**config.mk**
```make
export PLATFORM = sky130hd
export DESIGN_NAME = sram_bus_arbiter_flat
export DESIGN_NICKNAME = d
export VERILOG_FILES = /design/src/rtl/sram_bus_arbiter_if.sv /design/src/rtl/sram_bus_arbiter.sv /design/src/flat_wrapper.sv
export SDC_FILE = /design/constraint.sdc
export NUM_CORES = 1
export LEC_CHECK = 0
export CAP_MARGIN = 15
export CORE_AREA = 10 10 118 120
export CTS_BUF_LIST = sky130_fd_sc_hd__clkbuf_16
export DETAILED_ROUTE_END_ITERATION = 7
export DIE_AREA = 0 0 128 130
export HOLD_SLACK_MARGIN = 0.12
export PLACE_DENSITY = 0.68
export SYNTH_ARGS = -nofsm -noshare
export SYNTH_HDL_FRONTEND = slang
export SYNTH_SLANG_ARGS = --single-unit
```
**constraint.sdc**
```tcl
create_clock -name clk -period 2.3 [get_ports clk]
set_input_delay 0.23 -clock clk [delete_from_list [all_inputs] [get_ports clk]]
set_output_delay 0.23 -clock clk [all_outputs]
set_load 0.01 [all_outputs]
```
**src/rtl/sram_bus_arbiter_if.sv**
```systemverilog
// rtl/sram_bus_arbiter_if.sv - SRAM-like request/response bus bundle
// A requester drives the master side; the side that accepts requests uses the slave side.
interface sram_bus_arbiter_if #(
  parameter int ADDR_W = 32,
  parameter int DATA_W = 32
);
  logic              req;
  logic              wr;
  logic [1:0]        size;
  logic [3:0]        wstrb;
  logic [ADDR_W-1:0] addr;
  logic [DATA_W-1:0] wdata;
  logic              addr_ok;
  logic              data_ok;
  logic [DATA_W-1:0] rdata;

  modport master (
    output req, wr, size, wstrb, addr, wdata,
    input  addr_ok, data_ok, rdata
  );

  modport slave (
    input  req, wr, size, wstrb, addr, wdata,
    output addr_ok, data_ok, rdata
  );
endinterface

```
**src/rtl/sram_bus_arbiter.sv**
```systemverilog
// rtl/sram_bus_arbiter.sv - shares one SRAM-like bus between inst and data requesters
// Optional round-robin arbitration via SRAM_ARB_RR_EN (default: data has fixed priority).
module sram_bus_arbiter #(
  parameter int OUTST_DEPTH = 4,
  parameter int ADDR_W      = 32,
  parameter int DATA_W      = 32
) (
  input  logic                     clk,
  input  logic                     reset,
  sram_bus_arbiter_if.slave        inst_if,
  sram_bus_arbiter_if.slave        data_if,
  sram_bus_arbiter_if.master       bus_if,
  output logic                     proto_err
);
  localparam int PTR_W = $clog2(OUTST_DEPTH);

  typedef enum logic [1:0] {IDLE, GNT_I, GNT_D} state_t;

  state_t               r_state;
  state_t               w_state_nxt;
  logic [OUTST_DEPTH-1:0] r_tag;
  logic [PTR_W-1:0]     r_head;
  logic [PTR_W-1:0]     r_tail;
  logic [PTR_W:0]       r_count;
  logic                 r_proto_err;

  logic                 w_full;
  logic                 w_empty;
  logic                 w_push;
  logic                 w_push_tag;
  logic                 w_pop;
  logic                 w_head_tag;
  logic                 w_pick_data;

  logic                 w_req;
  logic                 w_wr;
  logic [1:0]           w_size;
  logic [3:0]           w_wstrb;
  logic [ADDR_W-1:0]    w_addr;
  logic [DATA_W-1:0]    w_wdata;
  logic                 w_inst_aok;
  logic                 w_data_aok;
  logic                 w_unused_inst;

  // The instruction side is read-only, so its write fields are never forwarded.
  assign w_unused_inst = ^{inst_if.wr, inst_if.wstrb, inst_if.wdata};

  assign w_full     = (r_count == (PTR_W+1)'(OUTST_DEPTH));
  assign w_empty    = (r_count == '0);
  assign w_push     = (r_state != IDLE) && bus_if.addr_ok;
  assign w_push_tag = (r_state == GNT_D);
  assign w_pop      = bus_if.data_ok && !w_empty;
  assign w_head_tag = r_tag[r_head];

`ifdef SRAM_ARB_RR_EN
  logic r_rr_data;

  always_ff @(posedge clk or posedge reset) begin
    if (reset) begin
      r_rr_data <= 1'b1;
    end else if (w_push) begin
      r_rr_data <= !w_push_tag;
    end
  end

  assign w_pick_data = data_if.req && (r_rr_data || !inst_if.req);
`else
  assign w_pick_data = data_if.req;
`endif

  always_ff @(posedge clk or posedge reset) begin
    if (reset) begin
      r_state <= IDLE;
    end else begin
      r_state <= w_state_nxt;
    end
  end

  // full uses the registered count, so a same-cycle pop never opens a grant.
  always_comb begin
    w_state_nxt = r_state;
    case (r_state)
      IDLE: begin
        if (!w_full) begin
          if (w_pick_data) begin
            w_state_nxt = GNT_D;
          end else if (inst_if.req) begin
            w_state_nxt = GNT_I;
          end
        end
      end
      GNT_I, GNT_D: begin
        if (bus_if.addr_ok) begin
          w_state_nxt = IDLE;
        end
      end
      default: w_state_nxt = IDLE;
    endcase
  end

  always_comb begin
    w_req      = 1'b0;
    w_wr       = 1'b0;
    w_size     = 2'd0;
    w_wstrb    = 4'd0;
    w_addr     = '0;
    w_wdata    = '0;
    w_inst_aok = 1'b0;
    w_data_aok = 1'b0;
    case (r_state)
      GNT_I: begin
        w_req      = 1'b1;
        w_size     = inst_if.size;
        w_addr     = inst_if.addr;
        w_inst_aok = bus_if.addr_ok;
      end
      GNT_D: begin
        w_req      = 1'b1;
        w_wr       = data_if.wr;
        w_size     = data_if.size;
        w_wstrb    = data_if.wstrb;
        w_addr     = data_if.addr;
        w_wdata    = data_if.wdata;
        w_data_aok = bus_if.addr_ok;
      end
      default: ;
    endcase
  end

  always_ff @(posedge clk or posedge reset) begin
    if (reset) begin
      r_tag       <= '0;
      r_head      <= '0;
      r_tail      <= '0;
      r_count     <= '0;
      r_proto_err <= 1'b0;
    end else begin
      if (w_push) begin
        r_tag[r_tail] <= w_push_tag;
        r_tail        <= r_tail + 1'b1;
      end
      if (w_pop) begin
        r_head <= r_head + 1'b1;
      end
      case ({w_push, w_pop})
        2'b10:   r_count <= r_count + 1'b1;
        2'b01:   r_count <= r_count - 1'b1;
        default: ;
      endcase
      if (bus_if.data_ok && w_empty) begin
        r_proto_err <= 1'b1;
      end
    end
  end

  assign bus_if.req     = w_req;
  assign bus_if.wr      = w_wr;
  assign bus_if.size    = w_size;
  assign bus_if.wstrb   = w_wstrb;
  assign bus_if.addr    = w_addr;
  assign bus_if.wdata   = w_wdata;

  assign inst_if.addr_ok = w_inst_aok;
  assign data_if.addr_ok = w_data_aok;
  assign inst_if.data_ok = w_pop && !w_head_tag;
  assign data_if.data_ok = w_pop && w_head_tag;
  assign inst_if.rdata   = bus_if.rdata;
  assign data_if.rdata   = bus_if.rdata;

  assign proto_err = r_proto_err;
endmodule

```
**src/flat_wrapper.sv**
```systemverilog
// flat-port wrapper written by rule: the top's interface ports become plain ports
module sram_bus_arbiter_flat 
#(
  parameter int OUTST_DEPTH = 4,
  parameter int ADDR_W      = 32,
  parameter int DATA_W      = 32
)
  (clk, reset, proto_err, inst_if_req, inst_if_wr, inst_if_size, inst_if_wstrb, inst_if_addr, inst_if_wdata, inst_if_addr_ok, inst_if_data_ok, inst_if_rdata, data_if_req, data_if_wr, data_if_size, data_if_wstrb, data_if_addr, data_if_wdata, data_if_addr_ok, data_if_data_ok, data_if_rdata, bus_if_req, bus_if_wr, bus_if_size, bus_if_wstrb, bus_if_addr, bus_if_wdata, bus_if_addr_ok, bus_if_data_ok, bus_if_rdata);
  sram_bus_arbiter_if #(.ADDR_W(ADDR_W), .DATA_W(DATA_W)) inst_if_i ();
  sram_bus_arbiter_if #(.ADDR_W(ADDR_W), .DATA_W(DATA_W)) data_if_i ();
  sram_bus_arbiter_if #(.ADDR_W(ADDR_W), .DATA_W(DATA_W)) bus_if_i ();
  input  logic clk;
  input  logic reset;
  output logic proto_err;
  input wire logic [$bits(inst_if_i.req)-1:0] inst_if_req;
  input wire logic [$bits(inst_if_i.wr)-1:0] inst_if_wr;
  input wire logic [$bits(inst_if_i.size)-1:0] inst_if_size;
  input wire logic [$bits(inst_if_i.wstrb)-1:0] inst_if_wstrb;
  input wire logic [$bits(inst_if_i.addr)-1:0] inst_if_addr;
  input wire logic [$bits(inst_if_i.wdata)-1:0] inst_if_wdata;
  output wire logic [$bits(inst_if_i.addr_ok)-1:0] inst_if_addr_ok;
  output wire logic [$bits(inst_if_i.data_ok)-1:0] inst_if_data_ok;
  output wire logic [$bits(inst_if_i.rdata)-1:0] inst_if_rdata;
  input wire logic [$bits(data_if_i.req)-1:0] data_if_req;
  input wire logic [$bits(data_if_i.wr)-1:0] data_if_wr;
  input wire logic [$bits(data_if_i.size)-1:0] data_if_size;
  input wire logic [$bits(data_if_i.wstrb)-1:0] data_if_wstrb;
  input wire logic [$bits(data_if_i.addr)-1:0] data_if_addr;
  input wire logic [$bits(data_if_i.wdata)-1:0] data_if_wdata;
  output wire logic [$bits(data_if_i.addr_ok)-1:0] data_if_addr_ok;
  output wire logic [$bits(data_if_i.data_ok)-1:0] data_if_data_ok;
  output wire logic [$bits(data_if_i.rdata)-1:0] data_if_rdata;
  output wire logic [$bits(bus_if_i.req)-1:0] bus_if_req;
  output wire logic [$bits(bus_if_i.wr)-1:0] bus_if_wr;
  output wire logic [$bits(bus_if_i.size)-1:0] bus_if_size;
  output wire logic [$bits(bus_if_i.wstrb)-1:0] bus_if_wstrb;
  output wire logic [$bits(bus_if_i.addr)-1:0] bus_if_addr;
  output wire logic [$bits(bus_if_i.wdata)-1:0] bus_if_wdata;
  input wire logic [$bits(bus_if_i.addr_ok)-1:0] bus_if_addr_ok;
  input wire logic [$bits(bus_if_i.data_ok)-1:0] bus_if_data_ok;
  input wire logic [$bits(bus_if_i.rdata)-1:0] bus_if_rdata;
  assign inst_if_i.req = inst_if_req;
  assign inst_if_i.wr = inst_if_wr;
  assign inst_if_i.size = inst_if_size;
  assign inst_if_i.wstrb = inst_if_wstrb;
  assign inst_if_i.addr = inst_if_addr;
  assign inst_if_i.wdata = inst_if_wdata;
  assign inst_if_addr_ok = inst_if_i.addr_ok;
  assign inst_if_data_ok = inst_if_i.data_ok;
  assign inst_if_rdata = inst_if_i.rdata;
  assign data_if_i.req = data_if_req;
  assign data_if_i.wr = data_if_wr;
  assign data_if_i.size = data_if_size;
  assign data_if_i.wstrb = data_if_wstrb;
  assign data_if_i.addr = data_if_addr;
  assign data_if_i.wdata = data_if_wdata;
  assign data_if_addr_ok = data_if_i.addr_ok;
  assign data_if_data_ok = data_if_i.data_ok;
  assign data_if_rdata = data_if_i.rdata;
  assign bus_if_req = bus_if_i.req;
  assign bus_if_wr = bus_if_i.wr;
  assign bus_if_size = bus_if_i.size;
  assign bus_if_wstrb = bus_if_i.wstrb;
  assign bus_if_addr = bus_if_i.addr;
  assign bus_if_wdata = bus_if_i.wdata;
  assign bus_if_i.addr_ok = bus_if_addr_ok;
  assign bus_if_i.data_ok = bus_if_data_ok;
  assign bus_if_i.rdata = bus_if_rdata;
  sram_bus_arbiter #(.OUTST_DEPTH(OUTST_DEPTH), .ADDR_W(ADDR_W), .DATA_W(DATA_W)) u_core (.clk(clk), .reset(reset), .inst_if(inst_if_i), .data_if(data_if_i), .bus_if(bus_if_i), .proto_err(proto_err));
endmodule
```
Word level (Yosys, flattened, before mapping):

Index checks and enable logic that the tools add are counted.

* bits in registers: 14
* bits of input ports: 180
* output and inout bits: 141

* $add $sub $neg: 4
* order comparisons: 3
* eq/ne operators: 8
* multiplexer cells: 19
* reduce and logical (&&, ||, !) cells: 14

Operators with widths (number)
* $pmux W32 S2: 1
* $mux W32: 1
* $mux W2: 4
* $pmux W2 S2: 2
* $logic_and A1 B1 Y1: 6
* $lt A2 B3 Y1 const B: 2
* $mux W1: 6
* $pmux W3 S2: 1
* $add A2 B1 Y2 const B: 2
* $bwmux W4: 1
* $eq A2 B1 Y1 const B: 2
* $eq A2 B2 Y1 const B: 2
* $mux W4: 1
* $reduce_bool A2 Y1: 2
* $add A3 B1 Y3 const B: 1
* $eq A3 B3 Y1 const B: 1
* $logic_not A3 Y1: 1
* $ne A3 B3 Y1 const B: 1
* $reduce_and A3 Y1: 1
* $sub A3 B1 Y3 const B: 1
* $bmux W1 S2: 1
* $demux W1 S2: 1
* $ge A2 B1 Y1 const B: 1
* $logic_not A1 Y1: 2
* other kinds (4): 4

Logic depth before layout (Yosys ltp):

Gate-level depths: netlist of the first run.

* word-level depth: 5
* gate-level depth with buffers: 11
* gate-level depth less buffers: 10

Worst setup path after synthesis of the first run:

Ideal clock, no wire load.

* kind: register to register
* from: register u_core.r_state[1]
* to: register u_core.r_count[2]
* arrival time: 1916 ps
* setup slack: 305 ps
* cell stages (with the launch flop): 12
* path buffers: 1
* clock period less this slack: 1995 ps
* path through: dfrtp_1 inv_1 ha_1 nor2b_1 buf_4 inv_2 ha_1 inv_1 fa_1 xor2_1 nor2_1 xor2_1

* longest elaborated chain between the ends: 4

RTL lines
* start, declared: line sram_bus_arbiter.sv:19 `state_t r_state;`
* start signal, assigned: line sram_bus_arbiter.sv:75 `r_state <= w_state_nxt;`
* $reduce_bool A2 Y1 *: line sram_bus_arbiter.sv:50 `assign w_push = (r_state != IDLE) && bus_if.addr_ok;`
* $logic_and A1 B1 Y1 *: line sram_bus_arbiter.sv:50
* $eq A2 B1 Y1 or $eq A2 B2 Y1 (tied branches): line sram_bus_arbiter.sv:145 `case ({w_push, w_pop})`
* $pmux W3 S2 or $reduce_bool A2 Y1 (tied branches)
* end signal, assigned: line sram_bus_arbiter.sv:146 `2'b10: r_count <= r_count + 1'b1;`
* end signal, assigned: line sram_bus_arbiter.sv:147 `2'b01: r_count <= r_count - 1'b1;`
* end, declared: line sram_bus_arbiter.sv:24 `logic [PTR_W:0] r_count;`

Mark *: on every way between the ends. The rest lies on a longest branch, timed or not.
A chain may end at the register's enable or synchronous reset.

Worst setup path after layout of the first run:

* from: register u_core.r_state[1]
* to: output bus_if_addr[16]

* longest elaborated chain between the ends: 2

RTL lines
* $eq A2 B2 Y1 or $eq A2 B1 Y1 (tied branches): line sram_bus_arbiter.sv:110 `case (r_state)`
* $pmux W32 S2 *: line sram_bus_arbiter.sv:110
* end, declared: line flat_wrapper.sv:37 `output wire logic [$bits(bus_if_i.addr)-1:0] bus_if_addr;`

Marks and branches as above.

==> impl_metrics.env, run 1 <==
export IMPL_synthesis_area_sq_um=2050
export IMPL_ys_ff_latch=14
export IMPL_cts_root_buf="clkbuf_16"
export IMPL_seq_power_share=0.132
export IMPL_worst_slack_ps=94.2
export IMPL_worstRegToRegCells=10
export IMPL_dieArea_sq_um=16600
export IMPL_power_switching_mw=1.42
export IMPL_synth_cell_types=28
export IMPL_drc=0
export IMPL_viasPerCell=4.17
export IMPL_clock_skew_ps=1.23
export IMPL_maxSlewViolCount=0
export IMPL_power_share_clock=0.091
export IMPL_switching_share=0.390
export IMPL_grt_ovfl_total=0
export IMPL_cp_start_kind="register"
export IMPL_diodes=0
export IMPL_ir_worst_vdd_uv=747
export IMPL_post_route_period_util=0.959
export IMPL_synthFlopType="dfrtp_1"
export IMPL_cts_sinks=14
export IMPL_hold_viol=0
export IMPL_status="complete, no violations"
export IMPL_clk_path_buf_depth=2
export IMPL_avgSynthCellArea_sq_um=8.00
export IMPL_slew_headroom=0.646
export IMPL_hold_buffers=0
export IMPL_worst_pin_slew_ps=530
export IMPL_clk_pin_slew_ps=50
export IMPL_drive_above_1_share=0.0533
export IMPL_nets=565
export IMPL_io_buffers=187
export IMPL_dr_total_vias=2177
export IMPL_coreArea_sq_um=11700
export IMPL_hpwlAfterDp_um=7640
export IMPL_r2r_slack_ps=320
export IMPL_grt_max_degree=45
export IMPL_cp_arrival_ps=1980
export IMPL_die_w_um=128
export IMPL_drt_iter0_drc=48
export IMPL_endpoint_kind="primary output"
export IMPL_grt_pass1_wl_um=12700
export IMPL_synthCells=256
export IMPL_dpl_instance_area_sq_um=3650
export IMPL_synth_edf_count=0
export IMPL_fillCellCount=1232
export IMPL_yosysSeqAreaShare=0.171
export IMPL_antenna_found_initial=0
export IMPL_ios=321
export IMPL_r2r_end="u_core.r_count[2]"
export IMPL_insertion_delay_ps=240
export IMPL_start_util=0.175
export IMPL_cts_tree="done"
export IMPL_min_path_type="in2async"
export IMPL_cp_max_fo=29
export IMPL_p_int_mw=2.22
export IMPL_finalCoreUtilization=0.323
export IMPL_synth_nets=445
export IMPL_die_y_um=130
export IMPL_leakage_nw=1.51
export IMPL_crit_type="reg2out"
export IMPL_synth_warnings=0
export IMPL_layout_common_cells="clkdlybuf4s50_1 (180), and2_1 (40), nor2b_1 (35)"
export IMPL_pre_cts_ws_ps=236
export IMPL_finalSetupViolCount=0
export IMPL_post_route_cell_area_sq_um=3790
export IMPL_syn2layout_area_growth_pct=85.0
export IMPL_grt_usage=0.0927
export IMPL_h_tree_depth=1
export IMPL_ant_nets=0
export IMPL_ys_async_sr_fraction=1.00
export IMPL_cap_violations=0
export IMPL_cp_required_ps=2070
export IMPL_rows=40
export IMPL_fmax_ghz=0.453
export IMPL_wl_per_cell_um=17.0
export IMPL_numCtsBuffers=3
export IMPL_min_period_ps=2210
export IMPL_grt_pass1_vias=2339
export IMPL_comb_power_share=0.777
export IMPL_final_common_cell="clkdlybuf4s50_1"
export IMPL_drt_wl_total_um=8890
export IMPL_reg2reg_from="u_core.r_state[1]"
export IMPL_power_density_nw_per_um2=960
export IMPL_firstDrtPassIters=4
export IMPL_gp_congestion=0.760
-- power groups by stage --
stage	Combinational (mW)	Clock [mW]	Sequential, mW
finish	2.82	0.332	0.478
floorplan	1.51	0	0.452
global placement	2.73	0	0.465
CTS	2.82	0.334	0.470
detailed placement	2.79	0	0.474
global route	3.08	0.345	0.497
-- worst max-delay path, stage by stage, from the launching register on --
cell             delay (ps)
dfrtp_1                 420
inv_2                   120
ha_2                    220
buf_12                  180
a22oi_1                  90
nor2b_1                 130
clkdlybuf4s50_1         560
-- registers in the layout, summed over array words and instances (netlist names) --
signal            count
u_core.r_tag          4
u_core.r_head         2
u_core.r_tail         2
u_core.proto_err      1
u_core.r_state        2
u_core.r_count        3
-- stage by stage --
step	power, mW	setup TNS, ps	instances	hold slack (ps)
2_1_floorplan	1.96	0	256	119
5_1_grt	3.92	-7.38	522	381
4_1_cts	3.63	0	522	349
3_3_place_gp	3.20	0	518	446
6_report	3.63	0	522	322
3_5_place_dp	3.27	0	518	460
-- Yosys cell counts, drive strengths merged (3+ instances only) --
master,number,area [sq um]
a22oi,34,255
and2,40,250
buf,71,517
clkbuf,9,33.8
dfrtp,14,350
ha,8,100
inv,10,37.5
mux2,4,45.0
nand2,7,26.3
nand2b,3,18.8
nor2,3,11.3
nor2b,35,219
xnor2,3,26.3
xor2,3,26.3
-- final cells by class --
cell class	count	area, sq um	area share
sequential	14	350	0.0925
clock inverter	1	3.75	0.000991
tap	147	184	0.0486
multi-input combinational	152	1140	0.300
inverter	10	37.5	0.00991
clock buffer	3	75.1	0.0198
timing repair buffer	195	2000	0.528
-- cells by family after synthesis --
family	synth area share
and+or+nand+nor	0.280
DFF	0.171
adders and majority gates	0.0587
muxes	0.0379
xor gates and xnor gates	0.0257
buffers and inverters	0.287
AOI/OAI and AO/OA	0.139
-- worst max-delay path by stage --
stage                            startpoint                end  slack [ps]  cells after the start
after CTS                 u_core.r_state[1]     bus_if_addr[5]          50                      5
after detailed placement  u_core.r_state[1]  u_core.r_count[2]         240                     10
after floorplan           u_core.r_state[1]  u_core.r_count[2]         300                     11
after global routing      u_core.r_state[1]    bus_if_addr[11]          -4                      6
final                     u_core.r_state[1]    bus_if_addr[16]          90                      6
after global placement    u_core.r_state[1]  u_core.r_count[2]         280                     10
-- repair_timing --
| item | in CTS | in global routing |
|---|---|---|
| setup endpoints to repair | 2 | 27 |
| setup buffers | 0 | 0 |
| endpoints found under the hold margin | 0 | 0 |
| pin swaps | 0 | 0 |
| gates cloned | 0 | 0 |
| gates resized for setup | 1 | 14 |
-- layer usage --
layer | up-vias | global-route usage | part of all wire
met5 | - | 0 | 0
met4 | 0 | 0.0318 | 0.029
met3 | 26 | 0.0430 | 0.12
met2 | 135 | 0.179 | 0.53
met1 | 1003 | 0.0827 | 0.31
li1 | 1013 | - | -
No activity file was read; power rests on OpenSTA's default activity.
==> inputs of run 2 (changes only) <==
--- a/config.mk
+++ b/config.mk
@@ -12,6 +12,7 @@
 export DIE_AREA = 0 0 128 130
 export HOLD_SLACK_MARGIN = 0.12
 export PLACE_DENSITY = 0.68
+export REMOVE_ABC_BUFFERS = 1
 export SYNTH_ARGS = -nofsm -noshare
 export SYNTH_HDL_FRONTEND = slang
 export SYNTH_SLANG_ARGS = --single-unit
==> impl_metrics.env, run 2 (synthesis gave the netlist of run 1 again) <==
export IMPL_power_density_nw_per_um2=937
export IMPL_drt_wl_total_um=11400
export IMPL_hpwlAfterDp_um=10200
export IMPL_met2_length_um=5490
export IMPL_drc=0
export IMPL_drive_above_1_share=0.0376
export IMPL_nets=562
export IMPL_ant_nets=0
export IMPL_slew_headroom=0.636
export IMPL_clock_skew_ps=1.86
export IMPL_wl_per_cell_um=22.0
export IMPL_io_buffers=187
export IMPL_post_cts_buffers=0
export IMPL_coreArea_sq_um=11700
export IMPL_endpoint_kind="primary output"
export IMPL_critPathSlowestCell="clkdlybuf4s50_1"
export IMPL_drt_iter0_drc=76
export IMPL_wl_met3_um=1710
export IMPL_ios=321
export IMPL_firstDrtPassIters=4
export IMPL_clk_path_buf_depth=2
export IMPL_m1WireLength_um=4090
export IMPL_maxSlewViolCount=0
export IMPL_viasPerCell=4.16
export IMPL_power_share_clock=0.093
export IMPL_final_common_cell="clkdlybuf4s50_1"
export IMPL_dieArea_sq_um=16600
export IMPL_top_layer="met5"
export IMPL_start_util=0.175
export IMPL_min_period_ps=2220
export IMPL_cp_start_kind="register"
export IMPL_finalSetupViolCount=0
export IMPL_status="complete, no violations"
export IMPL_layout_common_cells="clkdlybuf4s50_1 (183), and2_1 (40), nor2b_1 (35)"
export IMPL_p_total_mw=3.49
export IMPL_cp_max_fo=44
export IMPL_top_register="u_core.r_tag"
export IMPL_numCtsBuffers=3
export IMPL_min_path_type="in2async"
export IMPL_seq_power_share=0.135
export IMPL_cts_root_buf="clkbuf_16"
export IMPL_slowest_delay_ps=550
export IMPL_r2r_slack_ps=200
export IMPL_syn2layout_area_growth_pct=81.8
export IMPL_grt_pass1_vias=2177
export IMPL_hold_viol=0
export IMPL_power_switching_mw=1.35
export IMPL_antenna_found_initial=0
export IMPL_post_route_period_util=0.963
export IMPL_path_cells="inv_1, ha_2, buf_12, a22oi_1, nor2b_1, clkdlybuf4s50_1"
export IMPL_cap_violations=0
export IMPL_rows=40
export IMPL_p_int_mw=2.13
export IMPL_cts_tree="done"
export IMPL_fillCellCount=1228
export IMPL_hold_slack_ps=333
export IMPL_diodes=0
export IMPL_fmax_ghz=0.451
export IMPL_die_w_um=128
export IMPL_cp_arrival_ps=1990
export IMPL_cp_required_ps=2070
export IMPL_grt_usage=0.120
export IMPL_reg_top3="u_core.r_tag (4), u_core.r_count (3)"
export IMPL_comb_power_share=0.772
export IMPL_grt_ovfl_total=0
export IMPL_grt_pass1_wl_um=15000
export IMPL_dr_total_vias=2159
export IMPL_die_y_um=130
export IMPL_h_tree_depth=1
export IMPL_switching_share=0.388
export IMPL_crit_type="reg2out"
export IMPL_placed_cells=515
export IMPL_insertion_delay_ps=240
export IMPL_leakage_nw=1.44
export IMPL_clk_pin_slew_ps=50
export IMPL_setup_tns_ps=0
export IMPL_gp_congestion=0.750
export IMPL_grt_max_degree=45
export IMPL_worst_pin_slew_ps=545
export IMPL_largest_reg_flops=4
export IMPL_cts_sinks=14
export IMPL_fin_cells=519
export IMPL_ir_worst_vdd_uv=824
## run 2: cell count changes in the layout (fill, tap and decap cells not counted), sizes merged
cell and change:
dlymetal6s2s -3, clkdlybuf4s50 +3, buf -3
## run 2: timing repair
action                     CTS  global route
resized for setup            0             5
setup endpoints to repair    0            21
hold buffers                 0             0
## run 2: layer usage
metal / global-route usage / up-vias
met1: 0.129 / 996
met5: 0.0525 / -
met2: 0.193 / 151
met4: 0.0106 / 2
met3: 0.0836 / 6
li1: - / 1004
## run 2: worst max-delay path, delay by kind of cell, from the launching register on
family / cells / cell delay, ps
AOI/OAI and AO/OA: 1 / 130
and+or+nand+nor: 1 / 130
buffers and inverters: 3 / 860
adders and majority gates: 1 / 210
DFF: 1 / 400
## run 2: final cells by class
| cell class | instances | area, sq um | share of cell area |
|---|---|---|---|
| Multi-Input combinational cell | 152 | 1110 | 0.299 |
| Sequential cell | 14 | 350 | 0.0941 |
| Clock inverter | 1 | 3.75 | 0.00101 |
| Clock buffer | 3 | 75.1 | 0.0202 |
| Timing Repair Buffer | 192 | 1960 | 0.526 |
| Tap cell | 147 | 184 | 0.0494 |
| Inverter | 10 | 37.5 | 0.0101 |
## run 2: path summary, 6_finish.rpt
path	from	end	cells past startpoint
max	u_core.r_state[0]	bus_if_addr[11]	6
min	reset	u_core.proto_err	2
max reg2reg	u_core.r_state[1]	u_core.r_count[2]	10
min reg2reg	u_core.proto_err	u_core.proto_err	1
max in group asynchronous	reset	u_core.r_tail[1]	2
min in group clk	bus_if_rdata[18]	inst_if_rdata[18]	0
## run 2: per-stage QoR
stage	util	worst slack, ps	area [sq um]
after floorplan	-	63.5	1500
after global placement	0.310	281	3630
after detailed placement	0.310	251	3630
after CTS	0.317	77.0	3710
after global routing	0.318	-9.63	3720
final	0.318	84.5	3720
## run 2: power by group through the flow
stage	clock [mW]	combinational, mW	sequential, mW
after floorplan	0	1.32	0.452
after global placement	0	2.69	0.465
after detailed placement	0	2.73	0.473
after CTS	0.331	2.75	0.471
after global routing	0.348	2.93	0.488
final	0.325	2.69	0.469
==> inputs of run 3 (changes only) <==
--- a/config.mk
+++ b/config.mk
@@ -10,6 +10,7 @@
 export CTS_BUF_LIST = sky130_fd_sc_hd__clkbuf_16
 export DETAILED_ROUTE_END_ITERATION = 7
 export DIE_AREA = 0 0 128 130
+export GPL_TIMING_DRIVEN = 0
 export HOLD_SLACK_MARGIN = 0.12
 export PLACE_DENSITY = 0.68
 export REMOVE_ABC_BUFFERS = 1
==> impl_metrics.env, run 3 (synthesis gave the netlist of run 1 again) <==
export IMPL_clk_pin_slew_ps=50
export IMPL_leakage_nw=1.42
export IMPL_final_common_cell="clkdlybuf4s50_1"
export IMPL_die_w_um=128
export IMPL_grt_pass1_wl_um=15900
export IMPL_rows=40
export IMPL_antenna_found_initial=0
export IMPL_top_register="u_core.r_tag"
export IMPL_cp_arrival_ps=1950
export IMPL_multi_input_comb_area_sq_um=1150
export IMPL_seq_area_sq_um=350
export IMPL_cp_start_kind="register"
export IMPL_insertion_delay_ps=240
export IMPL_gp_congestion=0.757
export IMPL_wl_per_cell_um=23.1
export IMPL_nets=565
export IMPL_worst_slack_ps=118
export IMPL_ios=321
export IMPL_dieArea_sq_um=16600
export IMPL_io_buffers=187
export IMPL_pre_cts_ws_ps=-98.5
export IMPL_grt_max_degree=45
export IMPL_p_total_mw=3.73
export IMPL_diodes=0
export IMPL_post_route_cell_area_sq_um=3800
export IMPL_cp_max_fo=18
export IMPL_viasPerCell=4.23
export IMPL_drt_wl_total_um=12100
export IMPL_hold_buffers=0
export IMPL_numCtsBuffers=3
export IMPL_fin_cells=521
export IMPL_placed_cells=512
export IMPL_drc=0
export IMPL_largest_reg_flops=4
export IMPL_clk_path_buf_depth=2
export IMPL_slew_headroom=0.630
export IMPL_grt_usage=0.128
export IMPL_firstDrtPassIters=4
export IMPL_cts_tree="done"
export IMPL_drive_above_1_share=0.0561
export IMPL_endpoint_kind="primary output"
export IMPL_dr_total_vias=2203
export IMPL_finalCoreUtilization=0.324
export IMPL_cap_violations=0
export IMPL_cp_required_ps=2070
export IMPL_power_density_nw_per_um2=984
export IMPL_cts_root_buf="clkbuf_16"
export IMPL_clock_skew_ps=3.42
export IMPL_coreArea_sq_um=11700
export IMPL_fillCellCount=1239
export IMPL_status="complete, no violations"
export IMPL_cts_sinks=14
export IMPL_worst_pin_slew_ps=554
export IMPL_grt_setup_unrepaired="no"
export IMPL_drt_iter0_drc=69
export IMPL_min_period_ps=2180
export IMPL_maxSlewViolCount=0
export IMPL_reg_top3="u_core.r_tag (4), u_core.r_count (3)"
export IMPL_crit_type="reg2out"
export IMPL_syn2layout_area_growth_pct=85.5
export IMPL_hpwlAfterDp_um=10300
export IMPL_layout_common_cells="clkdlybuf4s50_1 (186), and2_1 (40), a22oi_1 (34), nor2b_1 (34), dfrtp_1 (14)"
export IMPL_h_tree_depth=1
export IMPL_start_util=0.175
export IMPL_hold_viol=0
export IMPL_ant_nets=0
export IMPL_fmax_ghz=0.458
export IMPL_grt_ovfl_total=0
export IMPL_post_route_period_util=0.949
export IMPL_finalSetupViolCount=0
export IMPL_die_y_um=130
export IMPL_ir_worst_vdd_uv=615
export IMPL_grt_pass1_vias=2280
export IMPL_dpl_instance_area_sq_um=3590
export IMPL_min_path_type="in2async"
run 3: cell count changes in the layout (fill, tap and decap cells not counted), moves of 2 or more:
cell and change:
clkdlybuf4s50_1 +3, dlymetal6s2s_1 -3, ha_4 +3, ha_2 -2, inv_1 -2, inv_2 +2
run 3: report_power, final:
group	internal, mW	total, mW	switching [mW]
Clock	0.228	0.328	0.100
Combinational	1.67	2.93	1.26
Sequential	0.371	0.478	0.107
Total	2.27	3.73	1.47
run 3: area by class of cell:
cell class                 instances  share of cell area
tap                              147              0.0485
timing repair buffer             195               0.527
clock buffer                       3              0.0198
sequential                        14              0.0923
multi-input combinational        152               0.303
inverter                          10             0.00989
run 3: through the flow:
stage               hold slack, ps  setup TNS, ps
CTS                            356              0
global placement               446         -71270
floorplan                      119              0
finish                         336              0
global route                   384              0
detailed placement             447          -2120
run 3: critical path: stages (launching register included):
cell and delay [ps]:
dfrtp_1 430, inv_2 100, ha_4 300, buf_6 170, nor2b_1 160, clkdlybuf4s50_1 550
run 3: final timing paths:
check	from	to	slack, ps	depth (start not counted)
max	u_core.r_state[1]	bus_if_addr[1]	120	5
min	reset	u_core.r_count[2]	340	2
max reg2reg	u_core.r_state[1]	u_core.r_count[2]	290	10
min reg2reg	u_core.proto_err	u_core.proto_err	450	1
max in group asynchronous	reset	u_core.r_tag[1]	1600	2
min in group clk	u_core.proto_err	u_core.proto_err	450	1
run 3: per-layer routing:
metal  vias to the layer above  global-route usage  wire (um)
li1                       1010                   -          -
met1                      1021               0.145       4520
met2                       156               0.202       5730
met3                        14              0.0771       1580
met4                         2              0.0192        156
met5                         -              0.0525         80
run 3: what timing repair did:
action / 4_1_cts / 5_1_grt
setup buffers: 3 / 2
pin swaps: 2 / 1
gates resized for setup: 5 / 4
endpoints found under the setup margin: 46 / 36
cloned: 0 / 1
